File: config.mk
export PLATFORM = sky130hd
export DESIGN_NAME = mem_access_unit
export DESIGN_NICKNAME = d
export VERILOG_FILES = /design/src/rtl/mem_access_unit.sv
export SDC_FILE = /design/constraint.sdc
export NUM_CORES = 1
export LEC_CHECK = 0
export ABC_AREA = 1
export CELL_PAD_IN_SITES_DETAIL_PLACEMENT = 0
export CELL_PAD_IN_SITES_GLOBAL_PLACEMENT = 2
export CORE_ASPECT_RATIO = 1.5
export CORE_UTILIZATION = 24
export CTS_CLUSTER_DIAMETER = 100
export DETAILED_ROUTE_END_ITERATION = 6
export PLACE_DENSITY_LB_ADDON = 0.1
export SLEW_MARGIN = 20
export SYNTH_ARGS = -nofsm -noshare
export SYNTH_HDL_FRONTEND = slang
export SYNTH_SLANG_ARGS = --single-unit
File: constraint.sdc
create_clock -name clk_i -period 2.27 [get_ports clk_i]
set_input_delay 0.454 -clock clk_i [delete_from_list [all_inputs] [get_ports clk_i]]
set_output_delay 0.454 -clock clk_i [all_outputs]
set_load 0.01 [all_outputs]
File: src/rtl/mem_access_unit.sv
// rtl/mem_access_unit.sv - MEM-stage load/store unit with request/ack memory port
//
// Sits between EX/MEM and MEM/WB. Legal loads/stores become one request on the
// data-memory port (IDLE -> WAIT -> DONE); the pipeline is stalled until the
// transaction completes or times out.
//
// Ports:
//   clk_i, rst_i                 clock, asynchronous active-low reset
//   valid_i, MemRead_i,
//   MemWrite_i, funct3_i,
//   ALUResult_i, MemWriteData_i,
//   RegWrite_i, MemtoReg_i       EX/MEM slot contents
//   mem_req_o, mem_we_o,
//   mem_addr_o, mem_be_o,
//   mem_wdata_o                  data-memory request (held stable in WAIT)
//   mem_ack_i, mem_rdata_i       data-memory completion and read word
//   stall_o                      freeze PC, IF/ID, ID/EX and EX/MEM
//   RegWrite_o, MemtoReg_o,
//   ALUResult_o, Memdata_o       to MEM/WB
//   err_o                        one-cycle misalign / illegal / timeout flag
module mem_access_unit #(
  parameter int unsigned TIMEOUT_CYCLES = 255
) (
  input  logic        clk_i,
  input  logic        rst_i,
  input  logic        valid_i,
  input  logic        MemRead_i,
  input  logic        MemWrite_i,
  input  logic [2:0]  funct3_i,
  input  logic [31:0] ALUResult_i,
  input  logic [31:0] MemWriteData_i,
  input  logic        RegWrite_i,
  input  logic        MemtoReg_i,
  output logic        mem_req_o,
  output logic        mem_we_o,
  output logic [31:0] mem_addr_o,
  output logic [3:0]  mem_be_o,
  output logic [31:0] mem_wdata_o,
  input  logic        mem_ack_i,
  input  logic [31:0] mem_rdata_i,
  output logic        stall_o,
  output logic        RegWrite_o,
  output logic        MemtoReg_o,
  output logic [31:0] ALUResult_o,
  output logic [31:0] Memdata_o,
  output logic        err_o
);

  typedef enum logic [1:0] {S_IDLE, S_WAIT, S_DONE} state_t;

  localparam logic [7:0] LAST_WAIT = 8'(TIMEOUT_CYCLES - 1);

  state_t      state_q, state_d;
  logic [7:0]  cnt_q;
  logic        timeout_q;
  logic        is_load_q;
  logic [1:0]  off_q;
  logic [2:0]  f3_q;
  logic [31:0] data_q;
  logic        we_q;
  logic [31:0] addr_q;
  logic [3:0]  be_q;
  logic [31:0] wdata_q;

  logic        mem_op;
  logic        misalign;
  logic        bad_load_f3;
  logic        bad_store_f3;
  logic        illegal;
  logic        start;
  logic [3:0]  st_be;
  logic [31:0] st_wdata;
  logic [31:0] rd_shift;
  logic [15:0] rd_half;
  logic [31:0] ld_fmt;

  // Access classification
  assign mem_op       = valid_i & (MemRead_i ^ MemWrite_i);
  assign misalign     = ((funct3_i[1:0] == 2'b01) & ALUResult_i[0]) |
                        ((funct3_i[1:0] == 2'b10) & (ALUResult_i[1:0] != 2'b00));
  assign bad_load_f3  = (funct3_i == 3'b011) | (funct3_i == 3'b110) | (funct3_i == 3'b111);
  assign bad_store_f3 = (funct3_i[2] == 1'b1) | (funct3_i[1:0] == 2'b11);
  assign illegal      = valid_i & ((MemRead_i & MemWrite_i) |
                                   (mem_op & (misalign |
                                              (MemRead_i & bad_load_f3) |
                                              (MemWrite_i & bad_store_f3))));
  assign start        = (state_q == S_IDLE) & mem_op & ~illegal;

  // Store lane placement
  always_comb begin
    st_be    = 4'b1111;
    st_wdata = MemWriteData_i;
    case (funct3_i[1:0])
      2'b00: begin
        st_be    = 4'b0001 << ALUResult_i[1:0];
        st_wdata = {4{MemWriteData_i[7:0]}};
      end
      2'b01: begin
        st_be    = ALUResult_i[1] ? 4'b1100 : 4'b0011;
        st_wdata = {2{MemWriteData_i[15:0]}};
      end
      default: begin
        st_be    = 4'b1111;
        st_wdata = MemWriteData_i;
      end
    endcase
  end

  // Load extraction uses the offset/size captured at request time
  assign rd_shift = mem_rdata_i >> {off_q, 3'b000};
  assign rd_half  = off_q[1] ? mem_rdata_i[31:16] : mem_rdata_i[15:0];

  always_comb begin
    ld_fmt = mem_rdata_i;
    case (f3_q)
      3'b000:  ld_fmt = {{24{rd_shift[7]}}, rd_shift[7:0]};
      3'b100:  ld_fmt = {24'h000000, rd_shift[7:0]};
      3'b001:  ld_fmt = {{16{rd_half[15]}}, rd_half};
      3'b101:  ld_fmt = {16'h0000, rd_half};
      default: ld_fmt = mem_rdata_i;
    endcase
  end

  // Next state and combinational control
  always_comb begin
    state_d   = state_q;
    stall_o   = 1'b0;
    err_o     = 1'b0;
    mem_req_o = 1'b0;
    case (state_q)
      S_IDLE: begin
        err_o = illegal;
        if (start) begin
          stall_o = 1'b1;
          state_d = S_WAIT;
        end
      end
      S_WAIT: begin
        mem_req_o = 1'b1;
        stall_o   = 1'b1;
        if (mem_ack_i || (cnt_q == LAST_WAIT)) begin
          state_d = S_DONE;
        end
      end
      S_DONE: begin
        err_o   = timeout_q;
        state_d = S_IDLE;
      end
      default: state_d = S_IDLE;
    endcase
  end

  always_ff @(posedge clk_i or negedge rst_i) begin
    if (!rst_i) begin
      state_q   <= S_IDLE;
      cnt_q     <= 8'd0;
      timeout_q <= 1'b0;
      is_load_q <= 1'b0;
      off_q     <= 2'b00;
      f3_q      <= 3'b000;
      data_q    <= 32'd0;
      we_q      <= 1'b0;
      addr_q    <= 32'd0;
      be_q      <= 4'b0000;
      wdata_q   <= 32'd0;
    end else begin
      state_q <= state_d;
      case (state_q)
        S_IDLE: begin
          if (start) begin
            addr_q    <= {ALUResult_i[31:2], 2'b00};
            we_q      <= MemWrite_i;
            be_q      <= MemWrite_i ? st_be : 4'b1111;
            wdata_q   <= MemWrite_i ? st_wdata : 32'd0;
            cnt_q     <= 8'd0;
            is_load_q <= MemRead_i;
            off_q     <= ALUResult_i[1:0];
            f3_q      <= funct3_i;
          end
        end
        S_WAIT: begin
          if (mem_ack_i) begin
            if (is_load_q) begin
              data_q <= ld_fmt;
            end
          end else if (cnt_q == LAST_WAIT) begin
            timeout_q <= 1'b1;
          end else begin
            cnt_q <= cnt_q + 8'd1;
          end
        end
        S_DONE: timeout_q <= 1'b0;
        default: ;
      endcase
    end
  end

  assign mem_we_o    = we_q;
  assign mem_addr_o  = addr_q;
  assign mem_be_o    = be_q;
  assign mem_wdata_o = wdata_q;
  assign Memdata_o   = data_q;
  assign MemtoReg_o  = MemtoReg_i;
  assign ALUResult_o = ALUResult_i;
  assign RegWrite_o  = RegWrite_i & valid_i & ~stall_o & ~err_o;

endmodule
==> flow_summary.json <==
{
  "syn_area_per_cell_um2": 8.22,
  "worstMarginPinSlew_ns": 0.955,
  "fillers": 2780,
  "worstSetupPathType": "in2out",
  "grt_pass1_wl_um": 32800,
  "cp-end-kind": "output port",
  "p_leak_uw": 0.00437,
  "outcome": "completed",
  "fmax_ghz": 0.466,
  "wl_per_cell_um": 15.9,
  "cts_tree": "done",
  "htree_levels": 4,
  "slew-limit-headroom_pct": 36.1,
  "synth_cells": 762,
  "syn_area_um2": 6260,
  "core-area_um2": 25700,
  "ys_warn_count": 0,
  "layout_min_cycle_time_ns": 2.15,
  "synth_top_area_share_pct": 46.3,
  "synth-edff-count": 0,
  "yosys-top-cells-count": "nand2_1, dfrtp_1, inv_1",
  "tns_ns": 0,
  "reg2reg_depth": 6,
  "start_util_pct": 24.4,
  "grt_pass1_vias": 5804,
  "vias": 5668,
  "viasPerCell": 4.27,
  "rsz0062_at_grt": "false",
  "post_cts_buffers": 0,
  "met1Wirelength_um": 8190,
  "synth_cell_types": 33,
  "finalClockSkew_ns": 0.00959,
  "seqCellArea_um2": 2900,
  "whs_path_depth": 2,
  "layout.nets": 1089,
  "drtAntennaViolNets": 0,
  "ioPinCount": 245,
  "dp_hpwl_um": 15800,
  "drive_gt1_share_pct": 14.3,
  "ir_worst_vdd_mv": 0.541,
  "drt_iter0_markers": 181,
  "numCtsBuffers": 17,
  "synth_seq_area_share_pct": 46.3,
  "yosys.area.top_type": "dfrtp_1",
  "cts.sinks": 116,
  "grt_max_degree": 126,
  "powerDensity_nw_per_um2": 1080,
  "fin_crit_sh_pct": 94.6,
  "synthFlopType": "dfrtp_1",
  "clk_pin_slew_ns": 0.06,
  "cts_root_buf": "clkbuf_16",
  "synth_area_leaders": "dfrtp_1, nand2_1, o21ai_2",
  "start_kind": "input pin",
  "finalHoldViolations": 0,
  "setup_viol": 0,
  "dr_wl_met3_um": 1560,
  "die_h_um": 200,
  "routed-wl-met2_um": 11200,
  "grt_usage_pct": 16.3,
  "cp.arrival_ns": 1.69,
  "numPortBuffers": 240,
  "die_x_um": 134,
  "rows": 72,
  "hp-class": "reg2reg",
  "antenna_found_initial": 1,
  "slew_viol_final": 0,
  "synth_seq_cells": 116,
  "synthMostInstantiatedCell": "nand2_1",
  "drc": 0,
  "clock_path_buffers": 2,
  "cap_violations": 0,
  "crit_fanout": 3,
  "dr.pass1.iters": 6,
  "crit_required_ns": 1.82,
  "die-area_um2": 26800,
  "multi_input_area_um2": 2500,
  "drt-total-wl_um": 21100,
  "overflow": 0,
  "syn_to_final_growth_pct": 51.8,
  "ys_async_sr_fraction_pct": 100,
  "design_area_um2": 9510,
  "clk_latency_ns": 0.42,
  "place_area_um2": 8830,
  "top_layer": "met4",
  "place.gp.congestion": 0.768
}
## per-layer routing
| metal | vias to the layer above | track usage, % |
|---|---|---|
| met5 | - | 0 |
| met4 | 0 | 5.18 |
| met3 | 8 | 5.86 |
| met2 | 165 | 29.9 |
| met1 | 2626 | 17.2 |
| li1 | 2869 | - |
## where the power goes
group | internal [µW] | switching (µW) | leakage (µW) | total (µW)
registers | 2800 | 442 | 0.00146 | 3250
clock network | 2090 | 1020 | 0.000319 | 3110
logic | 1990 | 1880 | 0.00259 | 3870
total | 6880 | 3350 | 0.00437 | 10200
## kinds of logic (layout without fill, tap and decap cells)
kind of cell,Yosys count,after routing,share of synthesized area (%)
adder cells (fa/ha/maj),3,3,0.599
other,1,3,0.0599
AO/OA/AOI/OAI,177,177,18.5
buffers and inverters,164,393,14.2
flip-flops,116,116,46.3
XOR/XNOR,5,5,0.699
AND/OR/NAND/NOR,296,296,19.6
## repair_timing
item                                    in CTS  in global routing
gates cloned                                 0                  0
hold endpoints to repair                     5                  0
endpoints found under the setup margin       3                  4
hold buffers                                 1                  0
gates resized for setup                     14                  9
pin swaps                                    1                  1
## state kept, by name, summed over array words and instances, names as in the netlist
name	cells
Memdata_o	32
mem_wdata_o	32
mem_be_o	4
timeout_q	1
cnt_q	8
mem_we_o	1
off_q	2
is_load_q	1
f3_q	3
mem_addr_o	30
state_q	2
## metrics by stage
step           setup WS, ns  util (%)  cells  total power, µW  hold WS [ns]
3_5_place_dp         -0.587      34.4   1292             7240         0.463
5_1_grt             0.00253      37.0   1325            10900         0.494
6_report              0.123      37.1   1326            10200         0.475
4_1_cts             0.00459      37.0   1325            10500         0.482
3_3_place_gp         -0.581      34.4   1292             7240         0.461
2_1_floorplan         0.338         -    763             5020         0.158
## cell type report
type	count	share of cell area [%]
well taps	333	4.38
repair buffers	274	28.3
clock buffers	19	4.66
inverters	87	3.43
flip-flops and latches	116	30.5
diodes	1	0.0263
clock inverters	13	2.42
multi-input cells	483	26.3
## cell usage in the layout (no fill, tap or decap), types with 9 or more instances in the layout
cell type / count
o21ai_1: 9
o2111ai_1: 10
o21ai_0: 59
o211ai_1: 11
o21ai_2: 51
clkbuf_16: 17
clkdlybuf4s50_1: 230
a21oi_1: 30
nand2_1: 194
nand3_1: 45
or2_2: 10
nor2_1: 34
buf_4: 29
inv_1: 84
dfrtp_1: 116
## critical path, stage by stage
cell           delay, ns
dlygate4sd2_1       0.28
ha_4                0.28
nand2_2             0.05
nor3_2              0.10
buf_4               0.14
nand3_4             0.08
buf_4               0.14
nand2_1             0.05
buf_2               0.13
## path summary, 6_finish.rpt
check	start	end	slack [ns]
min in group asynchronous	rst_i	Memdata_o[2]	0.54
worst min register to register	Memdata_o[2]	Memdata_o[2]	0.48
worst max-delay path	MemRead_i	stall_o	0.12
max in group asynchronous	rst_i	Memdata_o[17]	1.06
worst max register to register	state_q[0]	mem_wdata_o[13]	0.46
worst min-delay path	Memdata_o[2]	Memdata_o[2]	0.48
(Power assumes the default switching activity.)
==> RTL change 1, RTL diff (same settings) <==
Set the parameter `TIMEOUT_CYCLES` to 191 (it was 255).
--- a/src/rtl/mem_access_unit.sv
+++ b/src/rtl/mem_access_unit.sv
@@ -19,7 +19,7 @@
 //   ALUResult_o, Memdata_o       to MEM/WB
 //   err_o                        one-cycle misalign / illegal / timeout flag
 module mem_access_unit #(
-  parameter int unsigned TIMEOUT_CYCLES = 255
+  parameter int unsigned TIMEOUT_CYCLES = 191
 ) (
   input  logic        clk_i,
   input  logic        rst_i,
Formal check against the unedited RTL: same outputs for any inputs over 4 cycles, from zero or initial values and one cycle with rst_i low; that may be too few to reach the edited logic, so the function may still have changed.
==> RTL change 1 against the original RTL <==
Sequential cell count did not move; cell area increased by 0.41%; largest cell class unchanged; area after synthesis stayed put; critical path type unchanged; routed wire length up 0.10%; non-clock buffer count increased by 6; sequential share of layout area is 0.12 points lower; via count rose by 0.71%; maximum frequency fell by 1.5%; total power is 1.6% lower; critical endpoint is now RegWrite_o; setup slack got worse by 0.032 ns.
==> RTL change 1: results (changes against the original RTL) <==
----------------------------------------------------
[GRT]
  Global-route wire length before repair ... 32.5 mm (was 32.8 mm)
  Met3 layer usage reported by global route ... 0.0535 (was 0.0586)
  Met2 demand-to-capacity share in global routing ... 0.286 (was 0.299)
  Global routing usage summed across all routing layers ... 0.162 (was 0.163)
  Met1 routing resource usage after global routing ... 0.180 (was 0.172)
  Via count of the first global-routing pass ... 5884 (was 5804)
  Maximum number of pins on one net before global-route repair ... 99 (was 126)

[Pwr]
  Net switching fraction of the power ... 0.329 (was 0.327)
  Leakage ... 4.43 nW (was 4.37 nW)

[Critical path]
  Max Fanout on Critical Path ... 2 (was 3)
  Terminus of the critical flop-to-flop path ... Memdata_o[15] (was mem_wdata_o[13])
  Flop-to-flop setup slack ... 0.31 ns (was 0.46 ns)
  Data arrival time at the worst-slack endpoint ... 1.73 ns (was 1.69 ns)
  Cell at the slowest stage of the critical path ... ha_1 (was dlygate4sd2_1)
  Critical path endpoint ... RegWrite_o (was stall_o)
  Maximum single-stage delay on the critical path ... 0.30 ns (was 0.28 ns)

[Min path]
  Hold crit path type ... input pin to asynchronous set/reset pin (was flip-flop to flip-flop)

[Logic synthesis]
  Area contributors post-synth ... dfrtp_1, nand2_1, o21ai_2 (unchanged)
  Avg Cell Area, Syn ... 8.17 sq um (was 8.22 sq um)
  Commonest cells in the netlist ... nand2_1, dfrtp_1, inv_1, o21ai_0, o21ai_2 (unchanged)
  Compound-gate portion of the synthesized area ... 0.184 (was 0.185)

[STA]
  Worst Skew ... 0.00936 ns (was 0.00959 ns)
  Hold Slack ... 0.0641 ns (was 0.475 ns)
  Final Critical Period ... 2.18 ns (was 2.15 ns)

[Routing]
  Iteration-0 DRC Markers ... 182 (was 181)
  Via density per instance ... 4.27 (about the same)
  First-pass detailed-route iteration total ... 4 (was 6)
  Wire length on met2 ... 10.9 mm (was 11.2 mm)
  Wire length on met3 ... 1.46 mm (was 1.56 mm)
  Per-cell routed wire length ... 15.8 um (was 15.9 um)
  WL met1 ... 8.44 mm (was 8.19 mm)

[Place]
  Estimated wirelength of the detail-placed design ... 15.8 mm (about the same)
  Count of placed standard cells including taps ... 1305 (was 1292)
  Weighted congestion at the end of routability-driven global placement ... 0.783 (was 0.768)
  Worst slack at placement ... -0.595 ns (was -0.587 ns)

[Outcome]
  Outcome ... finished clean (unchanged)

[Final layout]
  Net count, final ... 1101 (was 1089)

----------------------------------------------------
RTL change 1: power by group through the flow:
| stage | sequential [mW] | clock, mW | combinational [mW] |
|---|---|---|---|
| after floorplan | 3.54 | 0 | 1.49 |
| after global placement | 3.30 | 0 | 3.98 |
| after detailed placement | 3.32 | 0 | 3.96 |
| after CTS | 3.30 | 2.99 | 3.97 |
| after global routing | 3.38 | 3.07 | 4.30 |
| final | 3.27 | 2.89 | 3.90 |
RTL change 1: repair_timing:
action,4_1_cts,5_1_grt
resized for setup,19,9
endpoints found under the setup margin,53,25
pin swaps,3,3
RTL change 1: cell type report:
| cell class | instances | area, sq um | share of cell area |
|---|---|---|---|
| sequential | 116 | 2900 | 0.304 |
| tap | 333 | 417 | 0.0436 |
| clock buffer | 22 | 474 | 0.0496 |
| inverter | 90 | 338 | 0.0354 |
| antenna | 1 | 2.50 | 0.000262 |
| timing repair buffer | 280 | 2760 | 0.289 |
| clock inverter | 9 | 151 | 0.0159 |
| multi-input combinational | 486 | 2510 | 0.262 |
==> RTL change 2, RTL diff (same settings) <==
Without the edit above. Reset style: synchronous (`rst_i`), changed in one clocked block. Comments in the files are not updated.
--- a/src/rtl/mem_access_unit.sv
+++ b/src/rtl/mem_access_unit.sv
@@ -150,7 +150,7 @@
     endcase
   end
 
-  always_ff @(posedge clk_i or negedge rst_i) begin
+  always_ff @(posedge clk_i) begin
     if (!rst_i) begin
       state_q   <= S_IDLE;
       cnt_q     <= 8'd0;
Check against the original RTL: differs if rst_i is asserted again (counterexample within 4 cycles, from zero or initial values and one cycle with rst_i low); with rst_i held inactive, the same outputs for 4 cycles.
==> RTL change 2 against the original RTL <==
Clock skew is 0.0012 ns lower; sequential cell count unchanged; cell area decreased by 4.2%; area after synthesis fell by 8.8%; sequential share of layout area down 5.0 points; first-iteration DRC count rose by 2.2%; routed wire length up 2.4%; setup slack lost 0.0046 ns; largest cell class is now buffers.
Power is not compared: it rests on default switching activity, and its combinational part moved more than twofold at a synthesized area within 25%.
==> RTL change 2: results (changes against the original RTL) <==
----------------------------------------------------
[Outcome]
  Outcome ... finished clean (unchanged)

[Critical path]
  Launch point of the critical path ... state_q[0] (was MemRead_i)
  Maximum single-stage delay on the critical path ... 0.53 ns (was 0.28 ns)
  Critical path endpoint ... mem_req_o (was stall_o)
  Flop-to-flop setup slack ... 0.39 ns (was 0.46 ns)
  Cell at the slowest stage of the critical path ... clkdlybuf4s50_1 (was dlygate4sd2_1)

[GRT]
  Met2 demand-to-capacity share in global routing ... 0.338 (was 0.299)
  Via count of the first global-routing pass ... 6083 (was 5804)

[Min path]
  Min-delay src ... funct3_i[1] (was Memdata_o[2])
  Number of cells on the worst hold path ... 3 (was 2)
  WHS Endpoint ... f3_q[1] (was Memdata_o[2])

[Routing]
  Final routed wirelength across all metal layers ... 21.6 mm (was 21.1 mm)
  WL met1 ... 8.28 mm (was 8.19 mm)
  Per-cell routed wire length ... 15.4 um (was 15.9 um)
  Iteration-0 DRC Markers ... 185 (was 181)
  Wire length on met2 ... 11.6 mm (was 11.2 mm)
  First-pass detailed-route iteration total ... 4 (was 6)

[Final layout]
  Non-clock buffer share ... 0.310 (was 0.283)
  Final core utilization ... 0.392 (was 0.371)
  Number of fill cells ... 2546 (was 2780)
  Share of cell area taken by flip-flops and latches ... 0.255 (was 0.305)
  Number of inserted diodes ... 0 (was 1)
  Multi-input combinational cell count ... 584 (was 483)
  Share of the final layout cell area in multi-input gates ... 0.293 (was 0.263)

[Place]
  Post-DP Area ... 8490 sq um (was 8830 sq um)

[Logic synthesis]
  Compound-gate portion of the synthesized area ... 0.178 (was 0.185)
  Post-synthesis sequential area ratio ... 0.406 (was 0.463)
  Fraction of registers with async set or reset after synthesis ... 0 (was 1.00)
  Synth Area in Adders ... 0.00657 (was 0.00599)

[STA]
  Worst Skew ... 0.00841 ns (was 0.00959 ns)
  Final Worst Setup Slack ... 0.118 ns (was 0.123 ns)

----------------------------------------------------
-- RTL change 2: cell types whose count changed after synthesis, moves of 15 or more --
cell	before	now
dfxtp_1	0	116
clkbuf_1	8	29
buf_6	15	0
dfrtp_1	116	0
nor2_1	34	86
a21oi_1	30	111
inv_1	84	64
nand3_1	45	24
o21ai_2	51	0
nand2_1	195	251
-- RTL change 2: power breakdown --
part           internal (mW)  leakage [nW]  switching, mW
Sequential              2.08         0.937         0.0266
Combinational          0.436          2.36          0.421
Clock                   1.94         0.308          0.955
Total                   4.46          3.60           1.40
-- RTL change 2: timing repair --
item | 4_1_cts | 5_1_grt
pin swaps | 2 | 0
gates resized for setup | 19 | 4
hold buffers | 0 | 0
setup buffers | 1 | 0
cloned | 0 | 0
setup endpoints to repair | 51 | 22
-- RTL change 2: kinds of logic after synthesis --
family,Yosys count
compound gates,188
xor+xnor,5
fa+ha+maj,3
buf+inv,152
flops,116
other cells,1
simple gates,386
